--- src/rtl/lsu_pkg.sv ---
// Shared encodings for the load/store unit: access sizes, FSM states and
// the decode of illegal size/alignment combinations.
package lsu_pkg;

  localparam int unsigned MEM_AW_DEFAULT = 16;

  typedef enum logic [1:0] {
    SZ_BYTE = 2'b00,
    SZ_HALF = 2'b01,
    SZ_WORD = 2'b10,
    SZ_ILL  = 2'b11
  } size_e;

  typedef enum logic [1:0] {
    ST_IDLE,
    ST_RD,
    ST_WR,
    ST_RESP
  } state_e;

  function automatic logic lsu_bad_access(input logic [1:0] size, input logic [1:0] off);
    case (size_e'(size))
      SZ_BYTE: lsu_bad_access = 1'b0;
      SZ_HALF: lsu_bad_access = off[0];
      SZ_WORD: lsu_bad_access = |off;
      default: lsu_bad_access = 1'b1;
    endcase
  endfunction

endpackage

--- src/rtl/load_store_unit_if.sv ---
// Execute-side request/response handshake plus the data-memory port of the
// load/store unit; slave is the unit's view, master the execute+memory view.
interface load_store_unit_if;
  logic        req_valid;
  logic        req_ready;
  logic        req_we;
  logic [1:0]  req_size;
  logic        req_unsigned;
  logic [31:0] req_addr;
  logic [31:0] req_wdata;
  logic        resp_valid;
  logic [31:0] resp_rdata;
  logic        resp_err;
  logic        mem_read;
  logic        mem_write;
  logic [31:0] mem_addr;
  logic [31:0] mem_wdata;
  logic [31:0] mem_rdata;

  modport slave (
    input  req_valid, req_we, req_size, req_unsigned, req_addr, req_wdata, mem_rdata,
    output req_ready, resp_valid, resp_rdata, resp_err,
    output mem_read, mem_write, mem_addr, mem_wdata
  );

  modport master (
    output req_valid, req_we, req_size, req_unsigned, req_addr, req_wdata, mem_rdata,
    input  req_ready, resp_valid, resp_rdata, resp_err,
    input  mem_read, mem_write, mem_addr, mem_wdata
  );
endinterface

--- src/rtl/lsu_lane_mux.sv ---
// Little-endian lane logic: extracts and extends a load lane, and merges
// store data into the surrounding word for read-modify-write.
module lsu_lane_mux
  import lsu_pkg::*;
(
  input  logic [31:0] word_i,
  input  logic [1:0]  off_i,
  input  size_e       size_i,
  input  logic        unsigned_i,
  input  logic [31:0] wdata_i,
  output logic [31:0] load_o,
  output logic [31:0] merge_o
);
  logic [7:0]  byte_sel;
  logic [15:0] half_sel;

  always_comb begin
    byte_sel = word_i[{off_i, 3'b000} +: 8];
    half_sel = word_i[{off_i[1], 4'b0000} +: 16];
    load_o   = word_i;
    merge_o  = word_i;
    case (size_i)
      SZ_BYTE: begin
        load_o = {{24{~unsigned_i & byte_sel[7]}}, byte_sel};
        merge_o[{off_i, 3'b000} +: 8] = wdata_i[7:0];
      end
      SZ_HALF: begin
        load_o = {{16{~unsigned_i & half_sel[15]}}, half_sel};
        merge_o[{off_i[1], 4'b0000} +: 16] = wdata_i[15:0];
      end
      SZ_WORD: merge_o = wdata_i;
      default: ;
    endcase
  end
endmodule

--- src/rtl/load_store_unit.sv ---
// Memory-access stage: one byte/half/word load or store per request, with
// read-modify-write for sub-word stores and a single response per request.
module load_store_unit
  import lsu_pkg::*;
#(
  parameter int unsigned MEM_AW = MEM_AW_DEFAULT
) (
  input logic              clk,
  input logic              rst_n,
  load_store_unit_if.slave bus
);
  state_e              state_q, state_d;
  logic                we_q, uns_q, err_q;
  size_e               size_q;
  logic [MEM_AW+1:0]   addr_q;
  logic [31:0]         wdata_q, word_q, rdata_q;
  logic                req_err, accept;
  logic [31:0]         lane_word, lane_load, lane_merge;

  // The lane mux sees live memory data during RD (load extract) and the
  // captured word during WR (store merge).
  always_comb begin
    req_err   = lsu_bad_access(bus.req_size, bus.req_addr[1:0]) ||
                ((bus.req_addr >> (MEM_AW + 2)) != 32'd0);
    accept    = (state_q == ST_IDLE) && bus.req_valid;
    lane_word = (state_q == ST_RD) ? bus.mem_rdata : word_q;
  end

  lsu_lane_mux u_lane (
    .word_i     (lane_word),
    .off_i      (addr_q[1:0]),
    .size_i     (size_q),
    .unsigned_i (uns_q),
    .wdata_i    (wdata_q),
    .load_o     (lane_load),
    .merge_o    (lane_merge)
  );

  always_comb begin
    state_d        = state_q;
    bus.req_ready  = (state_q == ST_IDLE);
    bus.mem_read   = (state_q == ST_RD);
    bus.mem_write  = (state_q == ST_WR);
    bus.mem_addr   = 32'(addr_q[MEM_AW+1:2]);
    bus.mem_wdata  = lane_merge;
    bus.resp_valid = (state_q == ST_RESP);
    bus.resp_rdata = rdata_q;
    bus.resp_err   = err_q;
    case (state_q)
      ST_IDLE: begin
        if (bus.req_valid) begin
          if (req_err)                                         state_d = ST_RESP;
          else if (bus.req_we && size_e'(bus.req_size) == SZ_WORD) state_d = ST_WR;
          else                                                 state_d = ST_RD;
        end
      end
      ST_RD:   state_d = we_q ? ST_WR : ST_RESP;
      ST_WR:   state_d = ST_RESP;
      default: state_d = ST_IDLE;
    endcase
  end

  always_ff @(posedge clk or negedge rst_n) begin
    if (!rst_n) begin
      state_q <= ST_IDLE;
      we_q    <= 1'b0;
      uns_q   <= 1'b0;
      err_q   <= 1'b0;
      size_q  <= SZ_BYTE;
      addr_q  <= '0;
      wdata_q <= '0;
      word_q  <= '0;
      rdata_q <= '0;
    end else begin
      state_q <= state_d;
      if (accept) begin
        we_q    <= bus.req_we;
        uns_q   <= bus.req_unsigned;
        err_q   <= req_err;
        size_q  <= size_e'(bus.req_size);
        addr_q  <= bus.req_addr[MEM_AW+1:0];
        wdata_q <= bus.req_wdata;
        rdata_q <= '0;
      end
      if (state_q == ST_RD) begin
        if (we_q) word_q  <= bus.mem_rdata;
        else      rdata_q <= lane_load;
      end
    end
  end
endmodule

--- src/flat_wrapper.sv ---
// flat-port wrapper written by rule: the top's interface ports become plain ports
module load_store_unit_flat import lsu_pkg::*;
#(
  parameter int unsigned MEM_AW = MEM_AW_DEFAULT
)
  (clk, rst_n, bus_req_valid, bus_req_we, bus_req_size, bus_req_unsigned, bus_req_addr, bus_req_wdata, bus_mem_rdata, bus_req_ready, bus_resp_valid, bus_resp_rdata, bus_resp_err, bus_mem_read, bus_mem_write, bus_mem_addr, bus_mem_wdata);
  load_store_unit_if bus_i ();
  input logic clk;
  input logic rst_n;
  input wire logic [$bits(bus_i.req_valid)-1:0] bus_req_valid;
  input wire logic [$bits(bus_i.req_we)-1:0] bus_req_we;
  input wire logic [$bits(bus_i.req_size)-1:0] bus_req_size;
  input wire logic [$bits(bus_i.req_unsigned)-1:0] bus_req_unsigned;
  input wire logic [$bits(bus_i.req_addr)-1:0] bus_req_addr;
  input wire logic [$bits(bus_i.req_wdata)-1:0] bus_req_wdata;
  input wire logic [$bits(bus_i.mem_rdata)-1:0] bus_mem_rdata;
  output wire logic [$bits(bus_i.req_ready)-1:0] bus_req_ready;
  output wire logic [$bits(bus_i.resp_valid)-1:0] bus_resp_valid;
  output wire logic [$bits(bus_i.resp_rdata)-1:0] bus_resp_rdata;
  output wire logic [$bits(bus_i.resp_err)-1:0] bus_resp_err;
  output wire logic [$bits(bus_i.mem_read)-1:0] bus_mem_read;
  output wire logic [$bits(bus_i.mem_write)-1:0] bus_mem_write;
  output wire logic [$bits(bus_i.mem_addr)-1:0] bus_mem_addr;
  output wire logic [$bits(bus_i.mem_wdata)-1:0] bus_mem_wdata;
  assign bus_i.req_valid = bus_req_valid;
  assign bus_i.req_we = bus_req_we;
  assign bus_i.req_size = bus_req_size;
  assign bus_i.req_unsigned = bus_req_unsigned;
  assign bus_i.req_addr = bus_req_addr;
  assign bus_i.req_wdata = bus_req_wdata;
  assign bus_i.mem_rdata = bus_mem_rdata;
  assign bus_req_ready = bus_i.req_ready;
  assign bus_resp_valid = bus_i.resp_valid;
  assign bus_resp_rdata = bus_i.resp_rdata;
  assign bus_resp_err = bus_i.resp_err;
  assign bus_mem_read = bus_i.mem_read;
  assign bus_mem_write = bus_i.mem_write;
  assign bus_mem_addr = bus_i.mem_addr;
  assign bus_mem_wdata = bus_i.mem_wdata;
  load_store_unit #(.MEM_AW(MEM_AW)) u_core (.clk(clk), .rst_n(rst_n), .bus(bus_i));
endmodule
--- config.mk ---
export PLATFORM = sky130hd
export DESIGN_NAME = load_store_unit_flat
export DESIGN_NICKNAME = d
export VERILOG_FILES = /design/src/rtl/lsu_pkg.sv /design/src/rtl/load_store_unit_if.sv /design/src/rtl/lsu_lane_mux.sv /design/src/rtl/load_store_unit.sv /design/src/flat_wrapper.sv
export SDC_FILE = /design/constraint.sdc
export NUM_CORES = 1
export LEC_CHECK = 0
export ABC_CLOCK_PERIOD_IN_PS = 6100
export CAP_MARGIN = 20
export CORE_MARGIN = 5
export CORE_UTILIZATION = 45
export DETAILED_ROUTE_END_ITERATION = 12
export HOLD_SLACK_MARGIN = 0.06
export PLACE_DENSITY = 0.74
export SLEW_MARGIN = 10
export SYNTH_ARGS = -nofsm -noshare
export SYNTH_HDL_FRONTEND = slang
export SYNTH_HIERARCHICAL = 1
export SYNTH_SLANG_ARGS = --single-unit
--- constraint.sdc ---
create_clock -name clk -period 6.1 [get_ports clk]
set_input_delay 1.525 -clock clk [delete_from_list [all_inputs] [get_ports clk]]
set_output_delay 1.525 -clock clk [all_outputs]
set_load 0.03 [all_outputs]
Word-level counts from Yosys, hierarchy flattened

Cells that the tools add are included.

Word-level logic and storage cells: 51
Bits of input ports: 103
Register bits: 121
Output and inout port bits: 101

Eq/ne operators: 8
Bitwise operators: 3
Multiplexer cells: 14
Reduce and logical (&&, ||, !) cells: 9
Shift-type cells: 6
$add $sub $neg: 2

Operators with widths:

| kind                      | number |
|---|---|
| $mux W32                  | 4 |
| $pmux W32 S3              | 1 |
| $bwmux W32                | 2 |
| $pmux W32 S2              | 1 |
| $reduce_bool A32 Y1       | 1 |
| $shift A16 B7 Y32 const A | 1 |
| $shift A8 B7 Y32 const A  | 1 |
| $shiftx A16 B7 Y32        | 1 |
| $shiftx A32 B6 Y16        | 1 |
| $shiftx A32 B6 Y8         | 1 |
| $shiftx A8 B7 Y32         | 1 |
| $neg A5 Y7                | 2 |
| $eq A2 B2 Y1 const B      | 4 |
| $eq A2 B1 Y1 const B      | 3 |
| $logic_not A2 Y1          | 3 |
| $mux W2                   | 3 |
| $pmux W2 S3               | 1 |
| $pmux W1 S3               | 1 |
| $and A1 B1 Y1             | 2 |
| $logic_and A1 B1 Y1       | 2 |
| $ne A2 B2 Y1 const B      | 1 |
| $reduce_and A2 Y1         | 1 |
| $reduce_or A2 Y1          | 1 |
| $logic_or A1 B1 Y1        | 1 |
| 2 further kinds           | 2 |

Depth between registers and ports, before layout

Gate-level depths: netlist (run 1).

Depth after elaboration: 7
Mapped depth: 10
Gate-level depth less buffers: 7

By module

The synthesis (run 1) kept the hierarchy.

Modules (own cells, without submodules):

| module          | instances | cells each | area an instance (sq um) | seq. area each (sq um) |
|---|---|---|---|---|
| load_store_unit | 1         | 358        | 5408.9                   | 3027.9 |
| lsu_lane_mux    | 1         | 284        | 2021.9                   | 0.0 |

Worst setup path before layout (run 1)

OpenSTA, ideal clock, no wires.

Kind: in2out
Start point: in bus_mem_rdata[15]
End point: out bus_mem_wdata[15]
Stages: 4
Arrival: 2560 ps
Setup slack: 2015 ps
Path buffers: 0
Cells stage by stage: mux2_2 -> mux2_2 -> a22oi_1 -> o221ai_1

Longest elaborated chain between the ends: 3
Elaborated cells between the ends (all ways): 4
Those cells by class: mux: 4

Ends and longest elaborated chain:

| item                                 | line                                   | source |
|---|---|---|
| start, declared                      | flat_wrapper.sv:16                     | `input wire logic [$bits(bus_i.mem_rdata)-1:0] bus_mem_rdata;` |
| $mux W32 *                           | load_store_unit.sv:26                  | `lane_word = (state_q == ST_RD) ? bus.mem_rdata : word_q;` |
| $bwmux W32, on equally long branches | lsu_lane_mux.sv:29, lsu_lane_mux.sv:25 |  |
| $pmux W32 S3 *                       | lsu_lane_mux.sv:22                     | `case (size_i)` |
| end, declared                        | flat_wrapper.sv:24                     | `output wire logic [$bits(bus_i.mem_wdata)-1:0] bus_mem_wdata;` |

Mark *: on every way between the ends. The rest lies on a longest branch, timed or not.

Worst setup path in the final report (run 1)

Start point: reg u_core.addr_q[0]
End point: out bus_mem_wdata[8]

Longest elaborated chain between the ends: 4
Elaborated cells between the ends (all ways): 5
Those cells by class: add/sub: 1; shift: 2; mux: 2

Ends and longest elaborated chain:

| item                                                         | line                  | source |
|---|---|---|
| start, declared                                              | load_store_unit.sv:15 | `logic [MEM_AW+1:0] addr_q;` |
| start signal, assigned                                       | load_store_unit.sv:81 | `addr_q <= bus.req_addr[MEM_AW+1:0];` |
| $neg A5 Y7 *                                                 | lsu_lane_mux.sv:25    | `merge_o[{off_i, 3'b000} +: 8] = wdata_i[7:0];` |
| $shiftx A8 B7 Y32 / $shift A8 B7 Y32 (equally long branches) | lsu_lane_mux.sv:25    |  |
| $bwmux W32 *                                                 | lsu_lane_mux.sv:25    |  |
| $pmux W32 S3 *                                               | lsu_lane_mux.sv:22    |  |

Marked as above.

==> impl_metrics.yaml, run 1 <==
outcome:
  status: "finished clean"
routing:
  wl_per_cell_um: 23.0
  drc: 0
  vias: 5982
  ant_nets: 0
  drt_pass1_iterations: 5
  drt-initial-drc-count: 580
  routed_wl_um: 23600
  avgViaCountPerCell: 5.84
sta:
  hold_viol: 0
  fmax_mhz: 188
  relSlewSlack_pct: 33.6
  worst_slew_pin_slew_ps: 997
  grt_setup_unrepaired: "no"
  finalMaxSlewViolations: 0
  fin_crit_ps: 5330
  setup-violations-final: 0
  post-route-period-util_pct: 87.4
  finalSetupTns_ps: 0
  clock_skew_ps: 16.1
critical_path:
  cp_data_required_time_ps: 4580
  critPathSlowestCell: "dfrtp_1"
  worst_setup_path_start_kind: "flop"
  path_cells: "inv_1 -> ha_1 -> nor3b_4 -> nand4_2 -> o221ai_1 -> clkdlybuf4s50_1"
  end_kind: "output port"
  max_stage_delay_ps: 830
  worstPathMaxFanout: 20
  crit_type: "flop to output port"
  crit_arrival_ps: 3810
floorplan:
  boundaryPins: 204
  die_area_um2: 19200
  initial_core_util_pct: 45.3
  core_um2: 16400
  die_height_um: 139
  rows: 47
  die_x_um: 139
worst_hold_path:
  hold_path.class: "flop to flop"
cts:
  numCtsBuffers: 17
  clockBufferDepth: 2
  postCtsSetupRepairBufs: 0
  cts.clk_slew.worst_paths_ps: 60
  cts-root-buf: "clkbuf_16"
  cts_tree: "done"
  cts_max_level: 4
  cts_hold_buf: 0
  cts_sinks: 121
  cts_resized: 0
  insertion_delay_ps: 420
power_and_ir_drop:
  swShare_pct: 45.4
  combPwrFrac_pct: 62.5
  p_clk_share_pct: 15.8
  leakage_nw: 4.21
  ir_drop_mv: 0.357
  p_int_mw: 4.04
  switchingPower_mw: 3.36
  p_seq_share_pct: 21.7
  p_per_area_nw_per_um2: 750
layout:
  fin_area_um2: 9850
  fillCellCount: 1314
  drive_above_1_share_pct: 24.5
  diodes: 0
  layout.nets: 903
  utilization_pct: 60.1
  final_cell_mix: "186 x clkdlybuf4s50_1, 120 x dfrtp_1, 104 x mux2_2"
  area_delta_synth_final_pct: 32.6
  final_common_cell: "clkdlybuf4s50_1"
grt:
  grt_max_degree: 75
  grt_usage_pct: 23.9
  antenna_found_initial: 0
  grt_pass1_vias: 6215
  grt_overflow: 0
  grt_pass1_wl_um: 36100
yosys:
  ys_seq_area_share_pct: 40.7
  synth_area_um2: 7430
  yosysWarnings: 6
  postSynth.asyncResetShare_pct: 100
  synth_edf_count: 0
  synth.avg_cell_area_um2: 11.6
  synth_flop_cell: "dfrtp_1"
  synth.top_cell.area_share_pct: 40.7
  yosysTopAreaCell: "dfrtp_1"
  syn_inst: 642
  synth_seq_cells: 121
  ys_types: 50
  yosys-top-cells-area: "dfrtp_1 41%, mux2_2 16%, mux2_4 7.9%"
placement:
  hpwl_um: 16700
  place_congestion: 0.866
  placed_area_um2: 9140
  io_buffers: 187
run:
  maxCapViolations: 0
[cells by family (layout without fill, tap and decap cells)]
family | Yosys count | after routing | synth area share, %
AOI/OAI and AO/OA | 165 | 165 | 17.9
muxes | 153 | 153 | 25.0
DFF | 121 | 121 | 40.7
and+or+nand+nor | 97 | 97 | 6.55
buffers and inverters | 96 | 243 | 8.25
adders and majority gates | 9 | 9 | 1.52
other | 1 | 16 | 0.0505
[power by group through the flow]
stage	sequential, mW	combinational, mW	clock, mW
CTS	1.59	4.60	1.18
global placement	1.58	4.52	0
floorplan	1.58	3.13	0
global route	1.65	4.86	1.21
finish	1.61	4.62	1.17
detailed placement	1.60	4.58	0
[registers in the layout, summed over array words and instances (netlist names)]
register,count
u_core/state_q,2
u_core/wdata_q,32
u_core/word_q,32
u_core/size_q,2
u_core/we_q,1
u_core/uns_q,1
u_core/bus.resp_rdata,32
u_core/addr_q,18
u_core/bus.resp_err,1
[metrics by stage]
step | power [mW] | setup WS, ps | cells | hold slack, ps
finish | 7.39 | 770 | 1024 | 499
global route | 7.72 | 696 | 1024 | 512
CTS | 7.38 | 840 | 1023 | 502
detailed placement | 6.18 | 1020 | 991 | 488
global placement | 6.11 | 1020 | 991 | 473
floorplan | 4.72 | 2020 | 657 | 475
[Yosys cell counts (9+ instances only)]
library cell	count
buf_6	13
clkbuf_1	9
mux2i_1	10
mux2_2	104
a22o_1	40
ha_1	9
nor2b_1	17
inv_1	13
o21ai_0	18
nand2_1	43
buf_2	18
mux2_4	39
buf_4	35
a22oi_1	31
o221ai_1	25
nor2_1	17
dfrtp_1	121
[area by class of cell]
cell class | count | area, um2 | area share, %
multi-input combinational | 440 | 3850 | 39.1
sequential | 121 | 3030 | 30.7
timing repair buffer | 196 | 1960 | 19.9
clock buffer | 19 | 443 | 4.49
tap | 220 | 275 | 2.79
clock inverter | 13 | 240 | 2.44
inverter | 15 | 56.3 | 0.571
[worst paths after layout]
path | start | end | slack [ps] | cells after the start
setup reg to reg | u_core/state_q[1] | u_core/bus.resp_rdata[14] | 3160 | 8
hold / removal | u_core/bus.resp_rdata[25] | u_core/bus.resp_rdata[25] | 500 | 1
setup / recovery | u_core/addr_q[0] | bus_mem_wdata[8] | 770 | 6
hold reg to reg | u_core/bus.resp_rdata[25] | u_core/bus.resp_rdata[25] | 500 | 1
min in group asynchronous | rst_n | u_core/addr_q[17] | 960 | 1
max in group asynchronous | rst_n | u_core/bus.resp_rdata[0] | 4260 | 2
[per-layer routing]
metal	up-vias	wire length, um	track usage [%]
met5	-	0	0
met4	0	569	7.96
met3	39	1840	6.18
met2	298	11300	38.3
met1	2974	9890	31.6
li1	2671	-	-
[worst max-delay path: cells and delay by family (launching register included)]
family	cells	cell delay, ps
AND/OR/NAND/NOR	2	810
AO/OA/AOI/OAI	1	400
adder cells (fa/ha/maj)	1	380
buffers and inverters	2	950
flip-flops	1	830
Power figures use the tool's default switching activity.
==> inputs of run 2 (changes only) <==
--- a/config.mk
+++ b/config.mk
@@ -5,13 +5,13 @@
 export SDC_FILE = /design/constraint.sdc
 export NUM_CORES = 1
 export LEC_CHECK = 0
-export ABC_CLOCK_PERIOD_IN_PS = 6100
+export ABC_CLOCK_PERIOD_IN_PS = 4600
 export CAP_MARGIN = 20
 export CORE_MARGIN = 5
-export CORE_UTILIZATION = 45
+export CORE_UTILIZATION = 44
 export DETAILED_ROUTE_END_ITERATION = 12
 export HOLD_SLACK_MARGIN = 0.06
-export PLACE_DENSITY = 0.74
+export PLACE_DENSITY = 0.75
 export SLEW_MARGIN = 10
 export SYNTH_ARGS = -nofsm -noshare
 export SYNTH_HDL_FRONTEND = slang
==> constraint.sdc (replaced) <==
create_clock -name clk -period 4.6 [get_ports clk]
set_input_delay 1.15 -clock clk [delete_from_list [all_inputs] [get_ports clk]]
set_output_delay 1.15 -clock clk [all_outputs]
set_load 0.03 [all_outputs]
==> run 2 against run 1 <==
  * Hold slack got worse by 3.9 ps
  * Cell count about the same
  * Clock skew decreased by 8.1 ps
  * Utilization decreased by 1.5 points
  * First-iteration DRC count decreased by 16%
  * Design area decreased by 1.4%
  * Register-to-register slack got worse by 1400 ps
  * Flip-flop and latch count unchanged
  * Critical path type unchanged
  * Critical endpoint is now bus_mem_wdata[25]
  * Largest cell class unchanged
==> impl_metrics.yaml, run 2 (synthesis results as in run 1) <==
outcome:
  status: "finished clean"
placement:
  placed_area_um2: 9200
  hpwl_um: 16800
  io_buffers: 187
  place_congestion: 0.902
  dp.cells: 995
  post-place-ws_ps: 247
cts:
  clockBufferDepth: 2
  cts-root-buf: "clkbuf_16"
  cts.clk_slew.worst_paths_ps: 50
  postCtsSetupRepairBufs: 0
  cts_hold_buf: 0
  cts_max_level: 4
  insertion_delay_ps: 420
  cts_resized: 0
  cts_tree: "done"
  cts_sinks: 121
  numCtsBuffers: 17
floorplan:
  initial_core_util_pct: 44.8
  boundaryPins: 204
  die_x_um: 140
  die_height_um: 140
  die_area_um2: 19600
  rows: 47
  core_um2: 16600
layout:
  diodes: 0
  fin_cells: 1025
  fillCellCount: 1363
  final_common_cell: "clkdlybuf4s50_1"
  utilization_pct: 58.6
  area_delta_synth_final_pct: 30.7
  seqCellArea_um2: 3030
  drive_above_1_share_pct: 24.5
  fin_area_um2: 9710
  layout.nets: 906
  multi_input_area_um2: 3850
  final_cell_mix: "186 x clkdlybuf4s50_1, 120 x dfrtp_1, 104 x mux2_2"
power_and_ir_drop:
  swShare_pct: 46.5
  p_int_mw: 5.05
  switchingPower_mw: 4.39
  power_mw: 9.44
  p_seq_share_pct: 22.1
  p_per_area_nw_per_um2: 972
  p_clk_share_pct: 12.4
  combPwrFrac_pct: 65.4
  leakage_nw: 4.15
  ir_drop_mv: 0.603
routing:
  avgViaCountPerCell: 5.86
  vias: 6002
  drt-initial-drc-count: 485
  routed_wl_um: 23100
  drc: 0
  wl_per_cell_um: 22.5
  drt_pass1_iterations: 7
  ant_nets: 0
sta:
  hold_ws_ps: 495
  clock_skew_ps: 8.03
  finalSetupTns_ps: 0
  worst_slew_pin_slew_ps: 950
  finalMaxSlewViolations: 0
  post-route-period-util_pct: 94.8
  hold_viol: 0
  setup-violations-final: 0
  fin_crit_ps: 4360
  relSlewSlack_pct: 36.7
  fin_ws_ps: 237
  grt_setup_unrepaired: "no"
  fmax_mhz: 229
critical_path:
  crit_arrival_ps: 3210
  crit_type: "flop to output port"
  cp_data_required_time_ps: 3450
  worst_setup_path_start_kind: "flop"
  rrSetupSlack_ps: 1760
  end_kind: "output port"
  worstPathMaxFanout: 20
grt:
  antenna_found_initial: 0
  busiest_layer: "met2"
  grt_pass1_wl_um: 36100
  met2_usage_pct: 36.9
  grtUsageMet1_pct: 31.0
  grt_pass1_vias: 6239
  grt_max_degree: 71
  grt_usage_pct: 23.5
  grt_overflow: 0
  grtUsageMet3_pct: 7.02
worst_hold_path:
  hold_path.class: "flop to flop"
run:
  maxCapViolations: 0
-- run 2: changes by cell type in the layout (fill, tap and decap cells not counted), sizes merged --
| cell | delta |
|---|---|
| inv | -2 |
| bufinv | -6 |
| clkinv | +2 |
| clkbuf | +2 |
| buf | +3 |
| clkinvlp | +2 |
-- run 2: path summary, 6_finish.rpt --
kind | startpoint | end | cells after the start
max | u_core/addr_q[1] | bus_mem_wdata[25] | 6
min | u_core/bus.resp_rdata[19] | u_core/bus.resp_rdata[19] | 1
max reg2reg | u_core/state_q[1] | u_core/bus.resp_rdata[11] | 8
min reg2reg | u_core/bus.resp_rdata[19] | u_core/bus.resp_rdata[19] | 1
max in group asynchronous | rst_n | u_core/size_q[1] | 2
min in group asynchronous | rst_n | u_core/word_q[24] | 1
-- run 2: power groups by stage --
stage / clock network, mW / registers (mW) / logic (mW)
floorplan: 0 / 2.10 / 4.16
global placement: 0 / 2.07 / 6.06
detailed placement: 0 / 2.09 / 6.14
CTS: 1.19 / 2.08 / 6.17
global route: 1.25 / 2.16 / 6.54
finish: 1.17 / 2.09 / 6.18
-- run 2: per-layer routing --
metal	wire length, um	share of wire (%)
met3	1970	8.5
met5	0	0
met2	10800	47
met1	9640	42
met4	707	3.1
-- run 2: worst max-delay path, cell delays in order, from the launching register on --
cell and delay, ps:
dfrtp_1 440, inv_2 330, ha_1 340, nor2b_1 480
a41oi_1 210, o221ai_1 260, clkdlybuf4s50_1 740
-- run 2: layout make-up --
type / count / share of cell area, %
multi-input combinational: 440 / 39.7
inverter: 15 / 0.580
clock inverter: 9 / 0.541
clock buffer: 21 / 4.74
sequential: 121 / 31.2
timing repair buffer: 199 / 20.4
tap: 220 / 2.83
